==> config.mk <==
export PLATFORM = sky130hd
export DESIGN_NAME = pc_fetch
export DESIGN_NICKNAME = d
export VERILOG_FILES = /design/src/rtl/pc_fetch.sv
export SDC_FILE = /design/constraint.sdc
export NUM_CORES = 1
export LEC_CHECK = 0
export CAP_MARGIN = 0
export CORE_UTILIZATION = 35
export DETAILED_ROUTE_END_ITERATION = 8
export PLACE_DENSITY = 0.68
export SETUP_SLACK_MARGIN = 0.2
export SLEW_MARGIN = 20
export SYNTH_ARGS = -nofsm -noshare
export SYNTH_HDL_FRONTEND = slang
export SYNTH_SLANG_ARGS = --single-unit
==> constraint.sdc <==
create_clock -name clk -period 4.2 [get_ports clk]
set_input_delay 0.63 -clock clk [delete_from_list [all_inputs] [get_ports clk]]
set_output_delay 0.63 -clock clk [all_outputs]
set_load 0.02 [all_outputs]
==> src/rtl/pc_fetch.sv <==
// Program counter and instruction fetch stage: one fetch per execute slot over a
// req/ack memory handshake, next-PC selection and supervisor-gated interrupt request.
module pc_fetch #(
  parameter logic [31:0] RESET_VEC = 32'h8000_0000,
  parameter logic [31:0] ILLOP_VEC = 32'h8000_0004,
  parameter logic [31:0] XADR_VEC  = 32'h8000_0008
) (
  input  logic        clk,
  input  logic        reset_n,
  output logic        imem_req,
  output logic [31:0] imem_addr,
  input  logic        imem_ack,
  input  logic [31:0] imem_rdata,
  output logic [31:0] instr,
  output logic [5:0]  op,
  output logic        instr_valid,
  input  logic [2:0]  pcsel,
  input  logic [31:0] jt,
  output logic [31:0] pc,
  output logic [31:0] pc_plus4,
  input  logic        irq_in,
  output logic        irq,
  output logic [1:0]  dbg_state,
  output logic        dbg_irq_pend
);

  typedef enum logic [1:0] {
    IDLE  = 2'd0,
    FETCH = 2'd1,
    EXEC  = 2'd2
  } state_t;

  state_t      state_q, state_d;
  logic [31:0] next_pc;
  logic [30:0] br_off;
  logic [30:0] br_sum;
  logic        irq_sync1;
  logic        irq_s;
  logic        irq_pend;
  logic        unused_jt;

  // Handshake: imem_req is held high with a constant imem_addr for every FETCH
  // cycle; the transfer completes on the rising edge where imem_req and imem_ack
  // are both high. imem_rdata and imem_ack are ignored at any other time.
  always_ff @(posedge clk or negedge reset_n) begin
    if (!reset_n) state_q <= IDLE;
    else          state_q <= state_d;
  end

  always_comb begin
    state_d = state_q;
    case (state_q)
      IDLE:    state_d = FETCH;
      FETCH:   if (imem_ack) state_d = EXEC;
      EXEC:    state_d = FETCH;
      default: state_d = IDLE;
    endcase
  end

  assign imem_req     = (state_q == FETCH);
  assign instr_valid  = (state_q == EXEC);
  assign dbg_state    = state_q;
  assign dbg_irq_pend = irq_pend;

  assign imem_addr = {pc[31:2], 2'b00};
  assign pc_plus4  = {pc[31], pc[30:0] + 31'd4};
  assign op        = instr[31:26];

  // Offsets are word counts; the sum wraps inside bits 30:0 so the supervisor
  // bit is never touched by a carry.
  assign br_off = {{13{instr[15]}}, instr[15:0], 2'b00};
  assign br_sum = pc_plus4[30:0] + br_off;

  always_comb begin
    next_pc = ILLOP_VEC;
    case (pcsel)
      3'd0:    next_pc = pc_plus4;
      3'd1:    next_pc = {pc[31], br_sum};
      3'd2:    next_pc = {pc[31] & jt[31], jt[30:2], 2'b00};
      3'd4:    next_pc = XADR_VEC;
      default: next_pc = ILLOP_VEC;
    endcase
  end

  assign unused_jt = &{1'b0, jt[1:0]};

  always_ff @(posedge clk or negedge reset_n) begin
    if (!reset_n) begin
      pc    <= RESET_VEC;
      instr <= 32'd0;
    end else begin
      if (state_q == FETCH && imem_ack) instr <= imem_rdata;
      if (state_q == EXEC)              pc    <= next_pc;
    end
  end

  // A still-asserted synchronised line wins over the clear so a level that has
  // not been dropped by the device keeps the request pending.
  always_ff @(posedge clk or negedge reset_n) begin
    if (!reset_n) begin
      irq_sync1 <= 1'b0;
      irq_s     <= 1'b0;
      irq_pend  <= 1'b0;
    end else begin
      irq_sync1 <= irq_in;
      irq_s     <= irq_sync1;
      if (irq_s)                         irq_pend <= 1'b1;
      else if (state_q == EXEC && irq)   irq_pend <= 1'b0;
    end
  end

  assign irq = instr_valid & irq_pend & ~pc[31];

endmodule

Yosys cells after proc, flatten, opt, wreduce, memory -nomap -nowiden
Index checks and enable logic that the tools add are counted.
W data, S select, Z words.
- bits in registers: 69
- bits of input ports: 71
- output and inout port bits: 140
- word-level logic and storage cells: 33
- add/subtract/negate cells: 2
- eq/ne operators: 6
- multiplexer cells: 5
- bitwise logic cells: 6
- reduce and logical (&&, ||, !) cells: 7
- operators by type and width (cell ; count):
    $pmux W32 S4 ; 1
    $add A31 B3 Y31 const B ; 1
    $add A31 B31 Y31 ; 1
    $pmux W2 S2 ; 1
    $and A1 B1 Y1 ; 3
    $eq A3 B1 Y1 const B ; 1
    $eq A3 B2 Y1 const B ; 1
    $eq A3 B3 Y1 const B ; 1
    $logic_not A3 Y1 ; 1
    $not A1 Y1 ; 3
    $reduce_and A3 Y1 ; 1
    $eq A2 B1 Y1 const B ; 1
    $eq A2 B2 Y1 const B ; 1
    $logic_and A1 B1 Y1 ; 2
    $logic_not A2 Y1 ; 1
    $mux W1 ; 2
    $mux W2 ; 1
    $ne A2 B1 Y1 const B ; 1
    $reduce_bool A2 Y1 ; 1
    $reduce_or A2 Y1 ; 1

Depth between registers and ports, before layout
Gate-level depths: netlist (run 1).
- depth in word-level cells: 6
- mapped depth: 15
- depth with buffers taken out: 14

Worst setup path before layout (run 1)
Ideal clock, no wire load.
- kind: flip-flop to flip-flop
- from: register pc[2]
- to: register pc[29]
- library setup time: 0.136 ns
- arrival time: 3.673 ns
- path slack: 0.391 ns
- cell stages (with the launch flop): 15
- buffers on the path: 0
- clock period less this slack: 3.809 ns
- cells stage by stage: dfrtp_1 ha_1 inv_1 nor3_1 nand3_1 or2_2 xnor2_1 ha_1 a21oi_1 o21ai_0 o2111a_1 a2bb2oi_1 a41oi_1 xor2_1 o211ai_1
- cells in the longest elaborated chain, start to end: 3
- ends and longest elaborated chain (element ; RTL line ; text):
    start, declared ; 19 ; output logic [31:0] pc,
    start signal, assigned ; 93 ; if (state_q == EXEC) pc <= next_pc;
    $add A31 B3 Y31 ; 66 ; assign pc_plus4 = {pc[31], pc[30:0] + 31'd4};
    named net pc_plus4[16] ; 20 ; output logic [31:0] pc_plus4,
    $add A31 B31 Y31 ; 72 ; assign br_sum = pc_plus4[30:0] + br_off;
    $pmux W32 S4 ; 76 ; case (pcsel)
The timed path passes the listed nets, and every way through them passes these cells.
A chain may end at the register's enable or synchronous reset.

Final worst setup path (run 1)
- from: register pc[13]
- to: register pc[30]
- cells in the longest elaborated chain, start to end: 3
- ends and longest elaborated chain (element ; RTL line):
    $add A31 B3 Y31 (*) ; 66
    $add A31 B31 Y31 ; 72
    $pmux W32 S4 (*) ; 76
Mark *: on every way between the ends. The rest lies on a longest branch, timed or not.

==> impl_metrics.env, run 1 <==
export IMPL_status="finished, final reports clean"
export IMPL_drive_above_1_share=0.07620
export IMPL_finalNetCount=953
export IMPL_hp_class="reg -> reg"
export IMPL_cp_num_cells=13
export IMPL_dieHeight_um=127.7
export IMPL_synth_seq_cells=67
export IMPL_first_iter_violations=425
export IMPL_period_needed_ns=3.769
export IMPL_fin_util=0.5129
export IMPL_gr_total_overflow=0
export IMPL_grt_pass1_vias=5214
export IMPL_place_ws_ns=0.2125
export IMPL_seqPwrFrac=0.228
export IMPL_initial_core_util=0.3612
export IMPL_drc=0
export IMPL_p_sw_mw=2.205
export IMPL_critPathMaxStageDelay_ns=0.52
export IMPL_core_um2=15310
export IMPL_fin_setup_tns_ns=0
export IMPL_syn2layout_area_growth_pct=42.00
export IMPL_final_area_um2=7855
export IMPL_synth_ff_type="dfrtp_1"
export IMPL_peakVddDrop_mv=0.3023
export IMPL_slew_violations=0
export IMPL_cts_tree="yes"
export IMPL_cp_cell_sequence="nand3_1 > nor2_1 > nand2_4 > nor2_1 > xnor2_1 > ha_1 > a21oi_1 > o21ai_0 > a2111oi_0 > o211ai_1 > a31oi_1 > xnor2_1 > o21ai_0"
export IMPL_fin_skew_ns=0.006929
export IMPL_routabilityCongestion=0.9198
export IMPL_p_leak_nw=3.439
export IMPL_tightest_slew_ns=0.9273
export IMPL_wirelength_mm=18.65
export IMPL_p_clk_frac=0.168
export IMPL_seq_area_frac_synth=0.3033
export IMPL_antenna_cells=0
export IMPL_clk_latency_ns=0.35
export IMPL_required_ns=4.43
export IMPL_num_vias=5636
export IMPL_powerDensity_nw_per_um2=605.3
export IMPL_die_width_um=127.7
export IMPL_hold_depth=0
export IMPL_p_sw_frac=0.4638
export IMPL_io_pins=211
export IMPL_antenna_found_initial=0
export IMPL_die_area_um2=16310
export IMPL_dpl_instance_area_um2=7503
export IMPL_start_kind="register"
export IMPL_setup_viol=0
export IMPL_cts_buffer_depth=2
export IMPL_synth_area_per_cell_um2=8.183
export IMPL_fmax_mhz=265.3
export IMPL_final_antenna_net_count=0
export IMPL_netlist_instances=676
export IMPL_clock_sinks=67
export IMPL_grt_start_max_net_pins=68
export IMPL_criticalPathCategory="reg -> reg"
export IMPL_cts_buffers_inserted=9
export IMPL_intPower_mw=2.549
export IMPL_drtPass1Iterations=5
export IMPL_synthDistinctLibCells=74
export IMPL_htreeDepth=3
export IMPL_synth_edf_count=0
export IMPL_crit_path_max_fanout=8
export IMPL_reg2regPathDepth=13
export IMPL_dp_hpwl_mm=13.76
export IMPL_arrival_ns=4.00
export IMPL_finalCritPeriodShare=0.8973
export IMPL_grt_pass1_wl_mm=28.87
export IMPL_end_kind="register"
export IMPL_row_count=45
export IMPL_viasPerCell=5.297
export IMPL_crit_buf_inv=0
export IMPL_cts_root_buf="clkbuf_16"
export IMPL_io_buffers=202
export IMPL_finalHoldViolCount=0
export IMPL_drv_cap=0
export IMPL_fin_ws_ns=0.4313
export IMPL_relSlewSlack=0.3818
export IMPL_syn_area_um2=5532
export IMPL_path_clk_slew_ns=0.07
export IMPL_rsz0062_at_grt="no"
export IMPL_whs_ns=0.3565
export IMPL_wl_per_cell_um=17.53
export IMPL_critPathTopFamily="compound AO/OA/AOI/OAI gates"
export IMPL_cp_slowest_cell="dfrtp_1"
export IMPL_ys_warn_count=0
export IMPL_async_flop_share=1.000
export IMPL_p_comb_frac=0.605
export IMPL_grtUsageTotal=0.2307
[metal layers]
layer,GRT usage,routed length (µm),vias up
met2,0.3626,8488,244
met5,0,0,-
li1,-,-,2705
met4,0.05675,259,0
met3,0.06678,1558,21
met1,0.3114,8341,2666
[repair_timing]
action / CTS / global route
endpoints found under the hold margin: 0 / 0
setup buffers: 0 / 2
resized for setup: 1 / 4
pin swaps: 0 / 1
setup endpoints to repair: 1 / 7
hold buffers: 0 / 0
[cells by family after synthesis]
logic type,count (synthesis),share of synthesized area
compound gates,169,0.2038
xor+xnor,50,0.08053
fa+ha+maj,34,0.07826
buf+inv,90,0.1040
flops,67,0.3033
mux,2,0.003845
other cells,1,0.0006779
simple gates,263,0.2255
[registers in the layout, summed over array words and instances, names as in the netlist]
signal        cells
dbg_irq_pend      1
dbg_state         2
instr            32
irq_s             1
irq_sync1         1
pc               30
[final timing paths]
path                                     start                     to  slack, ns
min in group asynchronous              reset_n      pc[3]$_DFFE_PN0P_       0.40
max                         pc[13]$_DFFE_PN0P_     pc[30]$_DFFE_PN0P_       0.43
max reg2reg                 pc[13]$_DFFE_PN0P_     pc[30]$_DFFE_PN0P_       0.43
min                        irq_sync1$_DFF_PN0_        irq_s$_DFF_PN0_       0.36
max in group asynchronous              reset_n  instr[14]$_DFFE_PN0P_       3.18
min reg2reg                irq_sync1$_DFF_PN0_        irq_s$_DFF_PN0_       0.36
[cell type report]
type                       count  area (µm²)
clock buffer                   9       225.2
inverter                      20       75.07
multi-input combinational    524        3337
timing repair buffer         226        2200
sequential                    67        1678
clock inverter                 7       76.32
tap                          211       264.0
fill                        1514        7460
[cells in the final DEF, fill, tap and decap left out, drive strengths merged, types with 4 or more instances in the layout]
cell / count
a21o: 14
a21oi: 42
a221oi: 8
a222oi: 4
a22oi: 12
and3: 10
buf: 25
clkbuf: 9
clkdlybuf4s50: 201
conb: 6
dfrtp: 66
ha: 33
inv: 25
nand2: 152
nand3: 18
nand4: 16
nor2: 27
nor2b: 9
nor3: 8
nor4: 7
o211ai: 5
o21ai: 40
o21bai: 5
o22ai: 4
xnor2: 37
xor2: 13
[cells in the mapped netlist (3+ instances only)]
library cell	number	area share
a222oi_1	4	0.0072
nor2b_1	9	0.010
o221ai_1	3	0.0048
o21bai_1	5	0.0068
dfrtp_1	66	0.30
clkbuf_1	18	0.012
clkbuf_8	6	0.015
o21a_1	3	0.0041
nand2b_1	3	0.0034
a21oi_1	42	0.038
buf_4	43	0.058
o31ai_1	3	0.0041
nor4_1	4	0.0045
ha_1	33	0.075
inv_1	19	0.013
a21o_1	14	0.019
o211ai_1	5	0.0068
a22oi_1	12	0.016
nor2_1	27	0.018
xnor2_1	36	0.057
nand4_1	15	0.017
a221oi_1	7	0.011
a21boi_0	3	0.0041
nor3b_1	3	0.0041
nand2_1	151	0.10
o21ai_0	38	0.034
nor3_1	8	0.0072
nand3_1	18	0.016
and3_1	8	0.0090
o22ai_1	3	0.0034
xor2_1	13	0.021
[power by group through the flow]
stage               Clock [mW]  Combinational (mW)  Sequential [mW]
floorplan                    0                1.61             1.25
global placement             0                2.84             1.08
global route             0.844                3.09             1.11
detailed placement           0                2.85             1.09
CTS                      0.813                2.87             1.08
finish                   0.797                2.87             1.08
[metrics by stage]
stage	power (mW)	std cells
floorplan	2.860	681
global placement	3.928	1046
detailed placement	3.937	1046
CTS	4.763	1062
global route	5.052	1064
finish	4.754	1064
(Power assumes the default switching activity.)
==> inputs of run 2 (changes only) <==
ABC_AREA = 0   (was default)
PLACE_DENSITY = 0.71   (was 0.68)
clock period = 3.45 ns   (was 4.2 ns; I/O delays follow)
==> impl_metrics.env, run 2 (same netlist as run 1, synthesis figures left out) <==
export IMPL_status="finished, final reports clean"
export IMPL_clock_sinks=67
export IMPL_regToRegStartpoint="pc[3]$_DFFE_PN0P_"
export IMPL_dieHeight_um=127.7
export IMPL_setup_viol=0
export IMPL_cp_slowest_cell="dfrtp_2"
export IMPL_routabilityCongestion=0.9210
export IMPL_wirelength_mm=19.91
export IMPL_dp_hpwl_mm=14.74
export IMPL_powerDensity_nw_per_um2=731.6
export IMPL_cp_cell_sequence="ha_4 > nand3_1 > nor4_4 > buf_4 > nand4_1 > xnor2_2 > buf_4 > ha_1 > nand2_2 > o21ai_2 > o21ai_1 > nand2b_1 > o31ai_2 > xnor2_1 > a221o_1"
export IMPL_top_register="instr"
export IMPL_drc=0
export IMPL_criticalPathCategory="reg -> reg"
export IMPL_fin_skew_ns=0.006373
export IMPL_grt_pass1_wl_mm=30.12
export IMPL_r2r_end="pc[26]$_DFFE_PN0P_"
export IMPL_grt_start_max_net_pins=68
export IMPL_arrival_ns=3.50
export IMPL_end_kind="register"
export IMPL_fin_setup_tns_ns=0
export IMPL_p_leak_nw=3.892
export IMPL_p_comb_frac=0.652
export IMPL_fmax_mhz=305.8
export IMPL_start_kind="register"
export IMPL_initial_core_util=0.3612
export IMPL_p_sw_mw=2.885
export IMPL_gr_total_overflow=0
export IMPL_rsz0062_at_grt="yes"
export IMPL_fin_util=0.5719
export IMPL_peakVddDrop_mv=0.4135
export IMPL_tightest_slew_ns=0.9249
export IMPL_drtPass1Iterations=4
export IMPL_ff2ff_setup_slack_ns=0.18
export IMPL_io_buffers=202
export IMPL_io_pins=211
export IMPL_core_um2=15310
export IMPL_finalHoldViolCount=0
export IMPL_final_antenna_net_count=0
export IMPL_cts_root_buf="clkbuf_16"
export IMPL_seqPwrFrac=0.196
export IMPL_relSlewSlack=0.3834
export IMPL_htreeDepth=3
export IMPL_layout_common_cells="196 x clkdlybuf4s50_1, 148 x nand2_1, 76 x buf_4, 54 x dfrtp_1, 32 x a21oi_1"
export IMPL_wl_per_cell_um=17.82
export IMPL_syn2layout_area_growth_pct=58.34
export IMPL_drv_cap=0
export IMPL_crit_path_max_fanout=4
export IMPL_p_sw_frac=0.4503
export IMPL_grt_pass1_vias=5509
export IMPL_hp_class="in -> async"
export IMPL_p_clk_frac=0.152
export IMPL_path_clk_slew_ns=0.06
export IMPL_reg2regPathDepth=15
export IMPL_cts_tree="yes"
export IMPL_finalNetCount=1006
export IMPL_required_ns=3.68
export IMPL_largest_reg_flops=32
export IMPL_viasPerCell=5.269
export IMPL_die_width_um=127.7
export IMPL_cts_buffers_inserted=9
export IMPL_first_iter_violations=371
export IMPL_die_area_um2=16310
export IMPL_grtUsageTotal=0.2406
export IMPL_critPathMaxStageDelay_ns=0.42
export IMPL_intPower_mw=3.522
export IMPL_cts_buffer_depth=2
export IMPL_drive_above_1_share=0.2075
export IMPL_period_needed_ns=3.271
export IMPL_num_vias=5885
export IMPL_antenna_cells=0
export IMPL_finalCritPeriodShare=0.9480
export IMPL_antenna_found_initial=0
export IMPL_worst_path_most_repeated_cell="buf_4"
export IMPL_clk_latency_ns=0.35
export IMPL_final_common_cell="clkdlybuf4s50_1"
export IMPL_slew_violations=0
export IMPL_row_count=45
export IMPL_hold_buffers=0
run 2: cell types whose count changed in the layout (fill, tap and decap cells not counted), sizes merged:
cell           delta
buf              +53
clkinvlp          +1
clkdlybuf4s50     -5
bufinv            +1
inv               -3
dlygate4sd2       +2
clkinv            +1
dlymetal6s2s      +3
run 2: worst max path at each step:
stage / from / cells after the start / slack (ns) / to
4_1_cts: pc[3]$_DFFE_PN0P_ / 13 / 0.17 / pc[26]$_DFFE_PN0P_
6_report: pc[3]$_DFFE_PN0P_ / 15 / 0.18 / pc[26]$_DFFE_PN0P_
3_3_place_gp: pc[6]$_DFFE_PN0P_ / 13 / 0.12 / pc[27]$_DFFE_PN0P_
5_1_grt: pc[7]$_DFFE_PN0P_ / 15 / 0.02 / pc[22]$_DFFE_PN0P_
2_1_floorplan: pc[4]$_DFFE_PN0P_ / 15 / 0.17 / pc[30]$_DFFE_PN0P_
3_5_place_dp: pc[3]$_DFFE_PN0P_ / 15 / 0.07 / pc[29]$_DFFE_PN0P_
run 2: area by class of cell:
| class | count | area (µm²) |
|---|---|---|
| tap | 211 | 264.0 |
| sequential | 67 | 1693 |
| clock buffer | 9 | 225.2 |
| multi-input combinational | 524 | 3801 |
| timing repair buffer | 279 | 2619 |
| fill | 1394 | 6556 |
| clock inverter | 7 | 81.33 |
| inverter | 20 | 75.07 |
run 2: worst max-delay path: cells and delay by family, from the launching register on:
kind / cells / cell delay (ns)
AO/OA/AOI/OAI: 4 / 0.79
AND/OR/NAND/NOR: 5 / 0.76
XOR/XNOR: 2 / 0.43
flip-flops: 1 / 0.42
adder cells (fa/ha/maj): 2 / 0.39
buffers and inverters: 2 / 0.34
run 2: layer usage:
layer,global-route usage,vias to the layer above,share of wire
li1,-,2803,-
met1,0.3145,2794,0.43
met2,0.3938,256,0.47
met3,0.06010,32,0.076
met4,0.06920,0,0.023
met5,0,-,0
run 2: what timing repair did:
item                       in CTS  in global routing
setup buffers                   4                 16
pin swaps                       7                 35
gates cloned                    0                  0
setup endpoints to repair      11                 14
gates resized for setup        11                 55
run 2: power groups by stage:
stage / Sequential, mW / Clock (mW) / Combinational [mW]
3_3_place_gp: 1.26 / 0 / 3.83
4_1_cts: 1.25 / 0.990 / 3.91
3_5_place_dp: 1.26 / 0 / 3.84
2_1_floorplan: 1.56 / 0 / 2.07
5_1_grt: 1.29 / 1.02 / 4.47
6_report: 1.26 / 0.976 / 4.18
run 2: through the flow:
stage | std cells | hold slack (ns) | setup slack [ns] | total power, mW | area [µm²]
2_1_floorplan | 681 | 0.2219 | 0.1712 | 3.623 | 5788
3_3_place_gp | 1081 | 0.3343 | 0.1228 | 5.084 | 7994
3_5_place_dp | 1081 | 0.3379 | 0.07300 | 5.109 | 7994
4_1_cts | 1101 | 0.3477 | 0.1684 | 6.152 | 8372
5_1_grt | 1117 | 0.3536 | 0.01630 | 6.775 | 8758
6_report | 1117 | 0.3049 | 0.1794 | 6.408 | 8758
==> inputs of run 3 (changes only) <==
CTS_CLUSTER_DIAMETER = 120   (was default)
HOLD_SLACK_MARGIN = 0.12   (was default)
PLACE_DENSITY = 0.68   (was 0.71)
clock period = 3.8 ns   (was 3.45 ns; I/O delays follow)
==> impl_metrics.env, run 3 (same netlist as run 1, synthesis figures left out) <==
export IMPL_reg2regPathDepth=15
export IMPL_whs_ns=0.2066
export IMPL_largest_reg_flops=32
export IMPL_finalHoldViolCount=0
export IMPL_grtUsageTotal=0.2372
export IMPL_fmax_mhz=292.0
export IMPL_row_count=45
export IMPL_die_area_um2=16310
export IMPL_viasPerCell=5.221
export IMPL_io_buffers=202
export IMPL_slew_violations=0
export IMPL_powerDensity_nw_per_um2=662.9
export IMPL_wirelength_mm=18.78
export IMPL_p_leak_nw=3.660
export IMPL_htreeDepth=3
export IMPL_first_iter_violations=415
export IMPL_tightest_slew_ns=0.9420
export IMPL_cts_buffer_depth=2
export IMPL_initial_core_util=0.3612
export IMPL_crit_buf_inv=2
export IMPL_core_um2=15310
export IMPL_peakVddDrop_mv=0.3178
export IMPL_final_antenna_net_count=0
export IMPL_end_kind="output port"
export IMPL_dpl_instance_area_um2=7730
export IMPL_cp_slowest_cell="clkdlybuf4s50_1"
export IMPL_grt_pass1_vias=5576
export IMPL_relSlewSlack=0.3681
export IMPL_crit_path_max_fanout=6
export IMPL_num_vias=5707
export IMPL_fin_setup_tns_ns=0
export IMPL_layout_common_cells="201 x clkdlybuf4s50_1, 150 x nand2_1, 64 x dfrtp_1, 54 x buf_4, 39 x a21oi_1"
export IMPL_status="finished, final reports clean"
export IMPL_cts_tree="yes"
export IMPL_dp_hpwl_mm=14.25
export IMPL_path_clk_slew_ns=0.06
export IMPL_gr_total_overflow=0
export IMPL_top_register="instr"
export IMPL_rsz0062_at_grt="yes"
export IMPL_clk_latency_ns=0.35
export IMPL_period_needed_ns=3.425
export IMPL_critPathMaxStageDelay_ns=0.63
export IMPL_drc=0
export IMPL_drive_above_1_share=0.1213
export IMPL_ff2ff_setup_slack_ns=0.39
export IMPL_antenna_cells=0
export IMPL_r2r_end="pc[25]$_DFFE_PN0P_"
export IMPL_wl_per_cell_um=17.18
export IMPL_finalNetCount=982
export IMPL_clock_sinks=67
export IMPL_arrival_ns=2.86
export IMPL_routabilityCongestion=0.9018
export IMPL_finalPower_mw=5.411
export IMPL_start_kind="register"
export IMPL_required_ns=3.23
export IMPL_cts_root_buf="clkbuf_16"
export IMPL_die_width_um=127.7
export IMPL_syn2layout_area_growth_pct=47.55
export IMPL_drv_cap=0
export IMPL_fin_skew_ns=0.009299
export IMPL_antenna_found_initial=0
export IMPL_grt_start_max_net_pins=44
export IMPL_hold_buffers=0
export IMPL_crit_start="pc[4]$_DFFE_PN0P_"
export IMPL_drtPass1Iterations=5
export IMPL_final_area_um2=8162
export IMPL_dieHeight_um=127.7
export IMPL_regToRegStartpoint="pc[3]$_DFFE_PN0P_"
export IMPL_hp_class="in -> async"
export IMPL_io_pins=211
export IMPL_critPathTopFamily="simple AND/OR/NAND/NOR gates"
export IMPL_final_common_cell="clkdlybuf4s50_1"
export IMPL_criticalPathCategory="reg -> out"
export IMPL_grt_pass1_wl_mm=29.92
export IMPL_finalCritPeriodShare=0.9013
export IMPL_setup_viol=0
export IMPL_cp_cell_sequence="nand4_4 > nor4_4 > buf_4 > nand2_4 > or4_4 > xnor2_4 > clkdlybuf4s50_1"
export IMPL_cts_buffers_inserted=9
## run 3: routing by layer
| layer | track usage | vias up | share of wire |
|---|---|---|---|
| li1 | - | 2763 | - |
| met3 | 0.06177 | 31 | 0.076 |
| met4 | 0.05882 | 0 | 0.016 |
| met5 | 0 | - | 0 |
| met1 | 0.3222 | 2667 | 0.45 |
| met2 | 0.3754 | 246 | 0.45 |
## run 3: worst register-to-register path, delay by kind of cell, from the launching register on
family	cells	cell delay, ns
AO/OA/AOI/OAI	4	0.75
flip-flops	1	0.38
XOR/XNOR	1	0.15
adder cells (fa/ha/maj)	2	0.57
AND/OR/NAND/NOR	6	1.22
buffers and inverters	2	0.24
## run 3: area by class of cell
| class | count | area (µm²) |
|---|---|---|
| Fill cell | 1481 | 7153 |
| Multi-Input combinational cell | 524 | 3417 |
| Clock inverter | 7 | 82.58 |
| Clock buffer | 9 | 225.2 |
| Timing Repair Buffer | 255 | 2417 |
| Tap cell | 211 | 264.0 |
| Sequential cell | 67 | 1680 |
| Inverter | 20 | 75.07 |
## run 3: worst max path at each step
stage                                     to  cells past startpoint
after detailed placement  pc[25]$_DFFE_PN0P_                     15
after global routing      pc[25]$_DFFE_PN0P_                     16
after global placement    pc[25]$_DFFE_PN0P_                     15
after CTS                 pc[25]$_DFFE_PN0P_                     15
final                           pc_plus4[27]                      7
after floorplan           pc[29]$_DFFE_PN0P_                     14
## run 3: through the flow
step	instances	utilization	worst slack [ns]
detailed placement	1074	0.5047	0.08101
CTS	1090	0.5256	0.2385
global placement	1074	0.5047	0.1794
floorplan	681	-	0.1755
finish	1093	0.5329	0.3749
global route	1093	0.5329	0.09702
## run 3: what timing repair did
action                     CTS  global route
setup endpoints to repair    3            14
pin swaps                    0             6
gates resized for setup      2            19
setup buffers                0             3
## run 3: where the power goes
| group | switching, mW | internal, mW |
|---|---|---|
| Clock | 0.373 | 0.519 |
| Combinational | 1.81 | 1.54 |
| Sequential | 0.255 | 0.910 |
| Total | 2.44 | 2.97 |
